## config.mk

```make
export PLATFORM = sky130hd
export DESIGN_NAME = ps2_key_mapper
export DESIGN_NICKNAME = d
export VERILOG_FILES = /design/src/rtl/turf_pkg.sv /design/src/rtl/ps2_rx.sv /design/src/rtl/ps2_key_mapper.sv
export SDC_FILE = /design/constraint.sdc
export NUM_CORES = 1
export LEC_CHECK = 0
export CORE_MARGIN = 4
export CORE_UTILIZATION = 55
export CTS_BUF_LIST = sky130_fd_sc_hd__clkbuf_4 sky130_fd_sc_hd__clkbuf_8
export CTS_CLUSTER_SIZE = 8
export DETAILED_ROUTE_END_ITERATION = 10
export PLACE_DENSITY = 0.82
export SYNTH_ARGS = -nofsm -noshare
export SYNTH_HDL_FRONTEND = slang
export SYNTH_HIERARCHICAL = 1
export SYNTH_SLANG_ARGS = --single-unit
```

## constraint.sdc

```tcl
create_clock -name CLOCK_50 -period 9.6 [get_ports CLOCK_50]
set_input_delay 1.92 -clock CLOCK_50 [delete_from_list [all_inputs] [get_ports CLOCK_50]]
set_output_delay 1.92 -clock CLOCK_50 [all_outputs]
set_load 0.05 [all_outputs]
```

## src/rtl/turf_pkg.sv

```systemverilog
// Shared command codes, PS/2 scancodes, FSM state types and the game key map
// for the PS/2 front end of the directions block.
package turf_pkg;

  typedef enum logic [1:0] {RX_IDLE, RX_DATA, RX_PARITY, RX_STOP} rx_state_e;
  typedef enum logic [1:0] {DEC_BASE, DEC_E0, DEC_F0, DEC_E0F0} dec_state_e;

  localparam logic [4:0] CMD_P1_UP    = 5'd0;
  localparam logic [4:0] CMD_P1_DOWN  = 5'd1;
  localparam logic [4:0] CMD_P1_LEFT  = 5'd2;
  localparam logic [4:0] CMD_P1_RIGHT = 5'd3;
  localparam logic [4:0] CMD_P2_UP    = 5'd4;
  localparam logic [4:0] CMD_P2_DOWN  = 5'd5;
  localparam logic [4:0] CMD_P2_LEFT  = 5'd6;
  localparam logic [4:0] CMD_P2_RIGHT = 5'd7;
  localparam logic [4:0] CMD_P3_UP    = 5'd8;
  localparam logic [4:0] CMD_P3_DOWN  = 5'd9;
  localparam logic [4:0] CMD_P3_LEFT  = 5'd10;
  localparam logic [4:0] CMD_P3_RIGHT = 5'd11;
  localparam logic [4:0] CMD_P4_UP    = 5'd12;
  localparam logic [4:0] CMD_P4_DOWN  = 5'd13;
  localparam logic [4:0] CMD_P4_LEFT  = 5'd14;
  localparam logic [4:0] CMD_P4_RIGHT = 5'd15;
  localparam logic [4:0] CMD_RESET    = 5'd16;
  localparam logic [4:0] CMD_IDLE     = 5'd31;

  localparam logic [7:0] SC_EXT   = 8'hE0;
  localparam logic [7:0] SC_BREAK = 8'hF0;
  localparam logic [7:0] SC_W     = 8'h1D;
  localparam logic [7:0] SC_S     = 8'h1B;
  localparam logic [7:0] SC_A     = 8'h1C;
  localparam logic [7:0] SC_D     = 8'h23;
  localparam logic [7:0] SC_UP    = 8'h75;  // also keypad 8 without E0
  localparam logic [7:0] SC_DOWN  = 8'h72;
  localparam logic [7:0] SC_LEFT  = 8'h6B;  // also keypad 4 without E0
  localparam logic [7:0] SC_RIGHT = 8'h74;  // also keypad 6 without E0
  localparam logic [7:0] SC_I     = 8'h43;
  localparam logic [7:0] SC_K     = 8'h42;
  localparam logic [7:0] SC_J     = 8'h3B;
  localparam logic [7:0] SC_L     = 8'h4B;
  localparam logic [7:0] SC_KP5   = 8'h73;
  localparam logic [7:0] SC_SPACE = 8'h29;

  typedef struct packed {
    logic       hit;
    logic [4:0] code;
  } key_map_t;

  function automatic key_map_t map_key(input logic ext, input logic [7:0] sc);
    key_map_t km;
    km.hit  = 1'b1;
    km.code = CMD_IDLE;
    if (ext) begin
      unique case (sc)
        SC_UP:    km.code = CMD_P2_UP;
        SC_DOWN:  km.code = CMD_P2_DOWN;
        SC_LEFT:  km.code = CMD_P2_LEFT;
        SC_RIGHT: km.code = CMD_P2_RIGHT;
        default:  km.hit  = 1'b0;
      endcase
    end else begin
      unique case (sc)
        SC_W:     km.code = CMD_P1_UP;
        SC_S:     km.code = CMD_P1_DOWN;
        SC_A:     km.code = CMD_P1_LEFT;
        SC_D:     km.code = CMD_P1_RIGHT;
        SC_I:     km.code = CMD_P3_UP;
        SC_K:     km.code = CMD_P3_DOWN;
        SC_J:     km.code = CMD_P3_LEFT;
        SC_L:     km.code = CMD_P3_RIGHT;
        SC_UP:    km.code = CMD_P4_UP;
        SC_KP5:   km.code = CMD_P4_DOWN;
        SC_LEFT:  km.code = CMD_P4_LEFT;
        SC_RIGHT: km.code = CMD_P4_RIGHT;
        SC_SPACE: km.code = CMD_RESET;
        default:  km.hit  = 1'b0;
      endcase
    end
    return km;
  endfunction

endpackage

```

## src/rtl/ps2_rx.sv

```systemverilog
// PS/2 frame receiver: input synchronisers, start/data/parity/stop FSM and a
// mid-frame watchdog. Parity is enforced only when PS2_PARITY_CHECK_EN is defined.
module ps2_rx
  import turf_pkg::*;
#(
  parameter int unsigned TIMEOUT_CYCLES = 50000
) (
  input  logic       clk_i,
  input  logic       rst_ni,
  input  logic       ps2_clk_i,
  input  logic       ps2_dat_i,
  output logic [7:0] scan_byte_o,
  output logic       byte_valid_o,
  output logic       frame_err_o
);

  localparam logic [15:0] WdogMax = 16'(TIMEOUT_CYCLES - 1);

  logic       clk_meta_q, clk_sync_q, clk_prev_q;
  logic       dat_meta_q, dat_sync_q;
  rx_state_e  state_q, state_d;
  logic [2:0] bit_cnt_q, bit_cnt_d;
  logic [7:0] shift_q, shift_d;
  logic [15:0] wdog_q, wdog_d;
  logic [7:0] scan_q, scan_d;
  logic       bv_q, bv_d;
  logic       fe_q, fe_d;
  logic       fall;
  logic       good;
`ifdef PS2_PARITY_CHECK_EN
  logic       par_q, par_d;
`endif

  assign fall = clk_prev_q & ~clk_sync_q;

  always_comb begin
    state_d   = state_q;
    bit_cnt_d = bit_cnt_q;
    shift_d   = shift_q;
    scan_d    = scan_q;
    bv_d      = 1'b0;
    fe_d      = 1'b0;
    good      = 1'b0;
    wdog_d    = 16'd0;
`ifdef PS2_PARITY_CHECK_EN
    par_d     = par_q;
`endif
    if (state_q != RX_IDLE && !fall) begin
      wdog_d = wdog_q + 16'd1;
    end

    unique case (state_q)
      RX_IDLE: begin
        if (fall && !dat_sync_q) begin
          state_d   = RX_DATA;
          bit_cnt_d = 3'd0;
        end
      end
      RX_DATA: begin
        if (fall) begin
          shift_d   = {dat_sync_q, shift_q[7:1]};
          bit_cnt_d = bit_cnt_q + 3'd1;
          if (bit_cnt_q == 3'd7) state_d = RX_PARITY;
        end
      end
      RX_PARITY: begin
        if (fall) begin
`ifdef PS2_PARITY_CHECK_EN
          par_d   = dat_sync_q;
`endif
          state_d = RX_STOP;
        end
      end
      RX_STOP: begin
        if (fall) begin
`ifdef PS2_PARITY_CHECK_EN
          good = dat_sync_q & (^{shift_q, par_q});
`else
          good = dat_sync_q;
`endif
          state_d = RX_IDLE;
          if (good) begin
            scan_d = shift_q;
            bv_d   = 1'b1;
          end else begin
            fe_d = 1'b1;
          end
        end
      end
      default: state_d = RX_IDLE;
    endcase

    // Stalled mid-frame: drop partial bits and flag the frame.
    if (state_q != RX_IDLE && !fall && wdog_q == WdogMax) begin
      state_d = RX_IDLE;
      fe_d    = 1'b1;
      wdog_d  = 16'd0;
    end
  end

  always_ff @(posedge clk_i or negedge rst_ni) begin
    if (!rst_ni) begin
      clk_meta_q <= 1'b1;
      clk_sync_q <= 1'b1;
      clk_prev_q <= 1'b1;
      dat_meta_q <= 1'b1;
      dat_sync_q <= 1'b1;
      state_q    <= RX_IDLE;
      bit_cnt_q  <= 3'd0;
      shift_q    <= 8'h00;
      wdog_q     <= 16'd0;
      scan_q     <= 8'h00;
      bv_q       <= 1'b0;
      fe_q       <= 1'b0;
`ifdef PS2_PARITY_CHECK_EN
      par_q      <= 1'b0;
`endif
    end else begin
      clk_meta_q <= ps2_clk_i;
      clk_sync_q <= clk_meta_q;
      clk_prev_q <= clk_sync_q;
      dat_meta_q <= ps2_dat_i;
      dat_sync_q <= dat_meta_q;
      state_q    <= state_d;
      bit_cnt_q  <= bit_cnt_d;
      shift_q    <= shift_d;
      wdog_q     <= wdog_d;
      scan_q     <= scan_d;
      bv_q       <= bv_d;
      fe_q       <= fe_d;
`ifdef PS2_PARITY_CHECK_EN
      par_q      <= par_d;
`endif
    end
  end

  assign scan_byte_o  = scan_q;
  assign byte_valid_o = bv_q;
  assign frame_err_o  = fe_q;

endmodule

```

## src/rtl/ps2_key_mapper.sv

```systemverilog
// PS/2 keyboard to game command mapper: E0/F0 prefix decoder on top of ps2_rx.
// Optional macro PS2_PARITY_CHECK_EN enables odd-parity checking in the receiver.
module ps2_key_mapper
  import turf_pkg::*;
#(
  parameter int unsigned TIMEOUT_CYCLES = 50000,
  parameter logic [4:0]  IDLE_CODE      = CMD_IDLE
) (
  input  logic       CLOCK_50,
  input  logic       resetn,
  input  logic       PS2_CLK,
  input  logic       PS2_DAT,
  output logic [4:0] key_pressed,
  output logic       key_valid,
  output logic [7:0] scan_byte,
  output logic       byte_valid,
  output logic       frame_err
);

  dec_state_e dec_q, dec_d;
  logic [4:0] key_q, key_d;
  logic       kv_q, kv_d;
  logic       ext, brk;
  key_map_t   km;

  ps2_rx #(
    .TIMEOUT_CYCLES(TIMEOUT_CYCLES)
  ) u_rx (
    .clk_i       (CLOCK_50),
    .rst_ni      (resetn),
    .ps2_clk_i   (PS2_CLK),
    .ps2_dat_i   (PS2_DAT),
    .scan_byte_o (scan_byte),
    .byte_valid_o(byte_valid),
    .frame_err_o (frame_err)
  );

  assign ext = (dec_q == DEC_E0) || (dec_q == DEC_E0F0);
  assign brk = (dec_q == DEC_F0) || (dec_q == DEC_E0F0);
  assign km  = map_key(ext, scan_byte);

  always_comb begin
    dec_d = dec_q;
    key_d = key_q;
    kv_d  = 1'b0;
    if (frame_err) begin
      dec_d = DEC_BASE;
    end else if (byte_valid) begin
      if (scan_byte == SC_EXT && (dec_q == DEC_BASE || dec_q == DEC_E0)) begin
        dec_d = DEC_E0;
      end else if (scan_byte == SC_BREAK && dec_q == DEC_BASE) begin
        dec_d = DEC_F0;
      end else if (scan_byte == SC_BREAK && dec_q == DEC_E0) begin
        dec_d = DEC_E0F0;
      end else begin
        dec_d = DEC_BASE;
        if (km.hit) begin
          if (brk) begin
            // Only releasing the held key clears the command.
            if (km.code == key_q) key_d = IDLE_CODE;
          end else if (km.code != key_q) begin
            key_d = km.code;
            kv_d  = 1'b1;
          end
        end
      end
    end
  end

  always_ff @(posedge CLOCK_50 or negedge resetn) begin
    if (!resetn) begin
      dec_q <= DEC_BASE;
      key_q <= IDLE_CODE;
      kv_q  <= 1'b0;
    end else begin
      dec_q <= dec_d;
      key_q <= key_d;
      kv_q  <= kv_d;
    end
  end

  assign key_pressed = key_q;
  assign key_valid   = kv_q;

endmodule

```

## Yosys cells after proc, flatten, opt, wreduce, memory -nomap -nowiden

Cells that the tools add are included.

| operators by class | value |
|---|---|
| add/subtract/negate cells | 2 |
| eq/ne operators | 34 |
| multiplexer cells | 40 |
| bitwise gates (word level) | 6 |
| reduce and logical (&&, ||, !) cells | 24 |

Operator list:

| operator | count |
|---|---|
| one-hot mux 5 bit (13 select lines) | 1 |
| equality test 8 x 7 -> 1 bit (second input constant) | 8 |
| two-way mux 16 bit | 2 |
| equality test 8 x 5 -> 1 bit (second input constant) | 3 |
| equality test 8 x 6 -> 1 bit (second input constant) | 3 |
| two-way mux 2 bit | 11 |
| one-hot mux 5 bit (4 select lines) | 1 |
| two-way mux 1 bit | 17 |
| adder 16 x 1 -> 16 bit (second input constant) | 1 |
| equality test 16 bit (second input constant) | 1 |
| equality test 8 bit (second input constant) | 2 |
| two-way mux 5 bit | 3 |
| != test 3 x 1 -> 1 bit (second input constant) | 5 |
| OR reduction 13 bit | 1 |
| equality test 2 bit (second input constant) | 4 |
| one-hot mux 2 bit (4 select lines) | 1 |
| AND reduction 8 bit | 1 |
| nonzero test 2 bit | 4 |
| logical AND 1 bit | 6 |
| two-way mux 3 bit | 2 |
| two-way mux 6 bit | 1 |
| != test 2 x 1 -> 1 bit (second input constant) | 3 |
| one-hot mux 3 bit (2 select lines) | 1 |
| AND reduction 3 bit | 2 |
| other kinds (13) | 22 |

| word-level totals | value |
|---|---|
| flip-flop bits (word level) | 52 |
| input port bits | 4 |
| output and inout bits | 16 |
| word-level logic and storage cells | 121 |

## Depth between registers and ports, before layout

| logic depth | value |
|---|---|
| depth after elaboration | 13 |
| gate-level depth with buffers | 13 |
| gate-level depth less buffers | 11 |

## Modules after synthesis

Netlist, hierarchy kept.

Modules (own cells, without submodules):

| module | instances | cells an instance | area each (um2) | sequential area each (um2) |
|---|---|---|---|---|
| ps2_rx | 1 | 157 | 1915.6 | 1107.3 |
| ps2_key_mapper | 1 | 116 | 985.9 | 206.4 |

## Worst setup path after synthesis

Ideal clock, no wire load.

| timing | value |
|---|---|
| path type | register to register |
| start | register u_rx.scan_q[2], in the netlist u_rx/scan_byte_o[2] |
| end | register key_q[2], in the netlist key_pressed[2] |
| setup time | 0.082 ns |
| arrival | 3.463 ns |
| slack | 6.055 ns |
| cell stages (with the launch flop) | 12 |
| buffers on the path | 2 |
| period minus slack after synthesis | 3.545 ns |
| cell sequence | dfrtp_1 -> clkbuf_4 -> and4bb_2 -> a22o_2 -> nand4b_1 -> a31oi_1 -> xor2_1 -> or4_1 -> ha_1 -> and4b_1 -> buf_2 -> mux2_2 |

| between the ends | value |
|---|---|
| longest elaborated chain between the ends | 6 |
| elaborated cells between the ends (all ways) | 36 |
| classes of those cells | 19 x eq/ne; 7 x mux; 3 x bitwise; 7 x reduce/logical |

Ends and longest elaborated chain:

| item | RTL line | RTL |
|---|---|---|
| from (decl) | ps2_rx.sv:25 | `logic [7:0] scan_q, scan_d;` |
| from (signal assigned) | ps2_rx.sv:128 | `scan_q <= scan_d;` |
| equality test 8 x 6 -> 1 bit, or another cell as far along | turf_pkg.sv:62 | `unique case (sc)` |
| one-hot mux 5 bit (13 select lines) or one-hot mux 5 bit (4 select lines) (tied branches) | turf_pkg.sv:62, turf_pkg.sv:54 |  |
| two-way mux 6 bit | turf_pkg.sv:53 | `if (ext) begin` |
| equality test 5 bit or != test 5 bit (tied branches) | ps2_key_mapper.sv:60, ps2_key_mapper.sv:61 |  |
| != test 2 x 1 -> 1 bit (no source line) or nonzero test 2 bit (tied branches) | n/a |  |
| AND reduction 8 bit (no source line) | n/a |  |
| to (signal assigned) | ps2_key_mapper.sv:77 | `key_q <= key_d;` |
| to (decl) | ps2_key_mapper.sv:21 | `logic [4:0] key_q, key_d;` |

Parallel ways exist; a longest one is shown, timed or not. The select of a mux whose other input is x is not followed.
A chain may end at the register's enable or synchronous reset.

## Worst setup path after layout

| timing | value |
|---|---|
| start | register u_rx.scan_q[4], in the netlist u_rx/scan_byte_o[4] |
| end | output scan_byte[4] |

RTL lines:

| item | RTL line | RTL |
|---|---|---|
| to (decl) | ps2_key_mapper.sv:15 | `output logic [7:0] scan_byte,` |

No word-level cell between the ends.

==> impl_metrics.yaml <==
floorplan:
  die-area_um2: 6501
  fp.dieW_um: 80.63
  start_util_pct: 56.81
  core_um2: 5107
  fp.dieH_um: 80.63
  row_count: 26
  io_pins: 20
critical_path:
  cp.arrival_ps: 1840
  crit_path_max_fanout: 16
  cp.required_ps: 7680
  critPathTopFamily: "buffers and inverters"
  cp_slowest_stage_delay_ps: 910
  end_kind: "primary output"
  startpoint_type: "flop"
  crit_buf_inv: 1
  crit_chain: "clkdlybuf4s50_1"
  criticalPathCategory: "flop to primary output"
  cp_slowest_cell: "clkdlybuf4s50_1"
logic_synthesis:
  postSynthCellCount: 273
  syn-mean-instance-area_um2: 10.63
  ys.flop_type: "dfrtp_1"
  synth_async_sr_flop_share_pct: 100.0
  seq_area_frac_synth_pct: 45.28
  ys_types: 66
  synth-seq-cells: 52
  synth-edff-count: 0
  syn_area_um2: 2902
  yosysTopAreaCell: "dfrtp_1"
  syn_nets: 286
  ys_warn_count: 6
  synth_area_leaders: "dfrtp_1, dfstp_2, mux2_2"
  synth_top_area_share_pct: 36.22
timing:
  fin_skew_ps: 11.60
  min_period_ps: 3763
  worst_pin_slew_ps: 1086
  max_freq_mhz: 265.8
  relSlewSlack_pct: 27.57
  rsz0062_at_grt: "false"
  fin_crit_sh_pct: 39.19
  hold_violations: 0
  drv_slew: 0
  tns_ps: 0
  setup_viol: 0
clock_network:
  post_cts_buffers: 0
  clkLatencyLatePin_ps: 310
  cts_tree: "yes"
  cts_buffer_depth: 2
  cts_root_buf: "clkbuf_8"
  postCtsHoldBufs: 0
  path_clk_slew_ps: 100
  cts_resized: 0
  cts.htree.levels: 2
  cts_buffers: 5
  cts.sinks: 52
layout:
  final_common_cell: "dfrtp_1"
  num_antenna_cells: 0
  area_growth_pct: 11.94
  nNetsFinal: 303
  drive_above_1_share_pct: 19.59
  final_area_um2: 3248
  mostFrequentLayoutCells: "dfrtp_1, nor2_1, mux2_2, clkdlybuf4s50_1, nand2_1"
global_routing:
  grt_pass1_wl_mm: 9.591
  grt_pass1_vias: 2074
  grt_usage_pct: 18.91
  antenna_found_initial: 0
  grt_overflow: 0
  grt_max_degree: 53
placement:
  portBuffers: 19
  dpl.hpwl_mm: 3.768
  dpl-instance-area_um2: 3112
  gp_congestion: 0.8905
pwr:
  power.total_w: 0.0008244
  p_leak_nw: 1.336
  power.density_nw_per_um2: 253.8
  peakVddDrop_mv: 0.1455
min_path:
  min_path_type: "flop to flop"
drt:
  vias: 2119
  ant_nets: 0
  drtIter0Drc: 98
  drt_pass1_iterations: 4
  via_per_inst: 5.870
  avgRoutedWirePerCell_um: 14.88
  wl_mm: 5.371
  drc: 0
flow_run:
  cap_violations: 0
run_status:
  status: "finished, final reports clean"
synthesized netlist by cell type, types with 2 or more instances:
master and instances:
or4b_1 2, dfrtp_1 42, o21ai_0 2, nand4b_1 3, xnor2_1 11, nand2b_1 3
nor2_1 35, nor2b_1 2, nor3_2 2, nand2_1 16, or2_2 2, mux2_2 18
nor4_1 4, and3b_1 2, inv_1 8, ha_1 9, o211ai_1 3, buf_4 4
a21oi_1 6, dfstp_2 10, nor4b_2 3, and4b_1 5, nand4_1 7, xor2_1 5
buf_2 2, a31oi_1 3, nor3b_1 4, and3_1 2, nor3_1 7, nor4bb_1 3
a22o_1 2, nand3_1 9, nor4b_1 3, or3_1 2
through the flow:
step	std cells	utilization, %	hold slack [ps]	setup slack [ps]
2_1_floorplan	273	-	345.2	6055
3_3_place_gp	353	60.93	346.5	6149
3_5_place_dp	353	60.93	349.9	6064
4_1_cts	361	63.60	362.6	5823
5_1_grt	361	63.60	371.8	5745
6_report	361	63.60	358.7	5837
logic make-up (layout without fill, tap and decap cells):
kind of cell	count (synthesis)	in the layout	synth area share, %
AO/OA/AOI/OAI	32	32	8.582
XOR/XNOR	16	16	4.830
adder cells (fa/ha/maj)	9	9	3.881
buffers and inverters	17	35	3.191
flip-flops	52	52	45.28
multiplexers	19	19	7.331
AND/OR/NAND/NOR	128	128	26.91
registers in the layout, summed over array words and instances, names as in the netlist:
register,cells
u_rx/wdog_q,16
u_rx/scan_byte_o,8
u_rx/shift_q,8
key_pressed,5
u_rx/bit_cnt_q,3
dec_q,2
u_rx/state_q,2
key_valid,1
u_rx/byte_valid_o,1
u_rx/clk_meta_q,1
u_rx/clk_prev_q,1
u_rx/clk_sync_q,1
u_rx/dat_meta_q,1
u_rx/dat_sync_q,1
u_rx/frame_err_o,1
path summary, 6_finish.rpt:
path | from | endpoint | slack (ps) | cells past startpoint
setup / recovery | u_rx/scan_byte_o[4]$_DFFE_PN0P_ | scan_byte[4] | 5840 | 1
hold / removal | u_rx/clk_meta_q$_DFF_PN1_ | u_rx/clk_sync_q$_DFF_PN1_ | 360 | 0
setup reg to reg | u_rx/scan_byte_o[5]$_DFFE_PN0P_ | key_pressed[2]$_DFFE_PN1P_ | 5970 | 10
hold reg to reg | u_rx/clk_meta_q$_DFF_PN1_ | u_rx/clk_sync_q$_DFF_PN1_ | 360 | 0
max in group asynchronous | resetn | u_rx/wdog_q[10]$_DFF_PN0_ | 7120 | 1
min in group asynchronous | resetn | u_rx/shift_q[3]$_DFFE_PN0P_ | 1810 | 1
power by group:
part / internal, W / switching, W
clock: 0.000107 / 0.0000694
combinational: 0.000126 / 0.000167
sequential: 0.000278 / 0.0000771
total: 0.000511 / 0.000313
per-layer routing:
metal,vias up,routed length (µm),track usage [%]
met5,-,0,0
met4,0,81,7.095
met3,7,185,3.812
met2,48,2632,30.22
met1,1035,2471,25.33
li1,1029,-,-
area by class of cell:
cell class | instances | area [µm²]
clock inverters | 2 | 60.06
multi-input cells | 204 | 1495
flip-flops and latches | 52 | 1314
well taps | 70 | 87.58
repair buffers | 19 | 185.2
inverters | 8 | 30.03
clock buffers | 6 | 76.32
fillers | 413 | 1859
(Power assumes the default switching activity.)
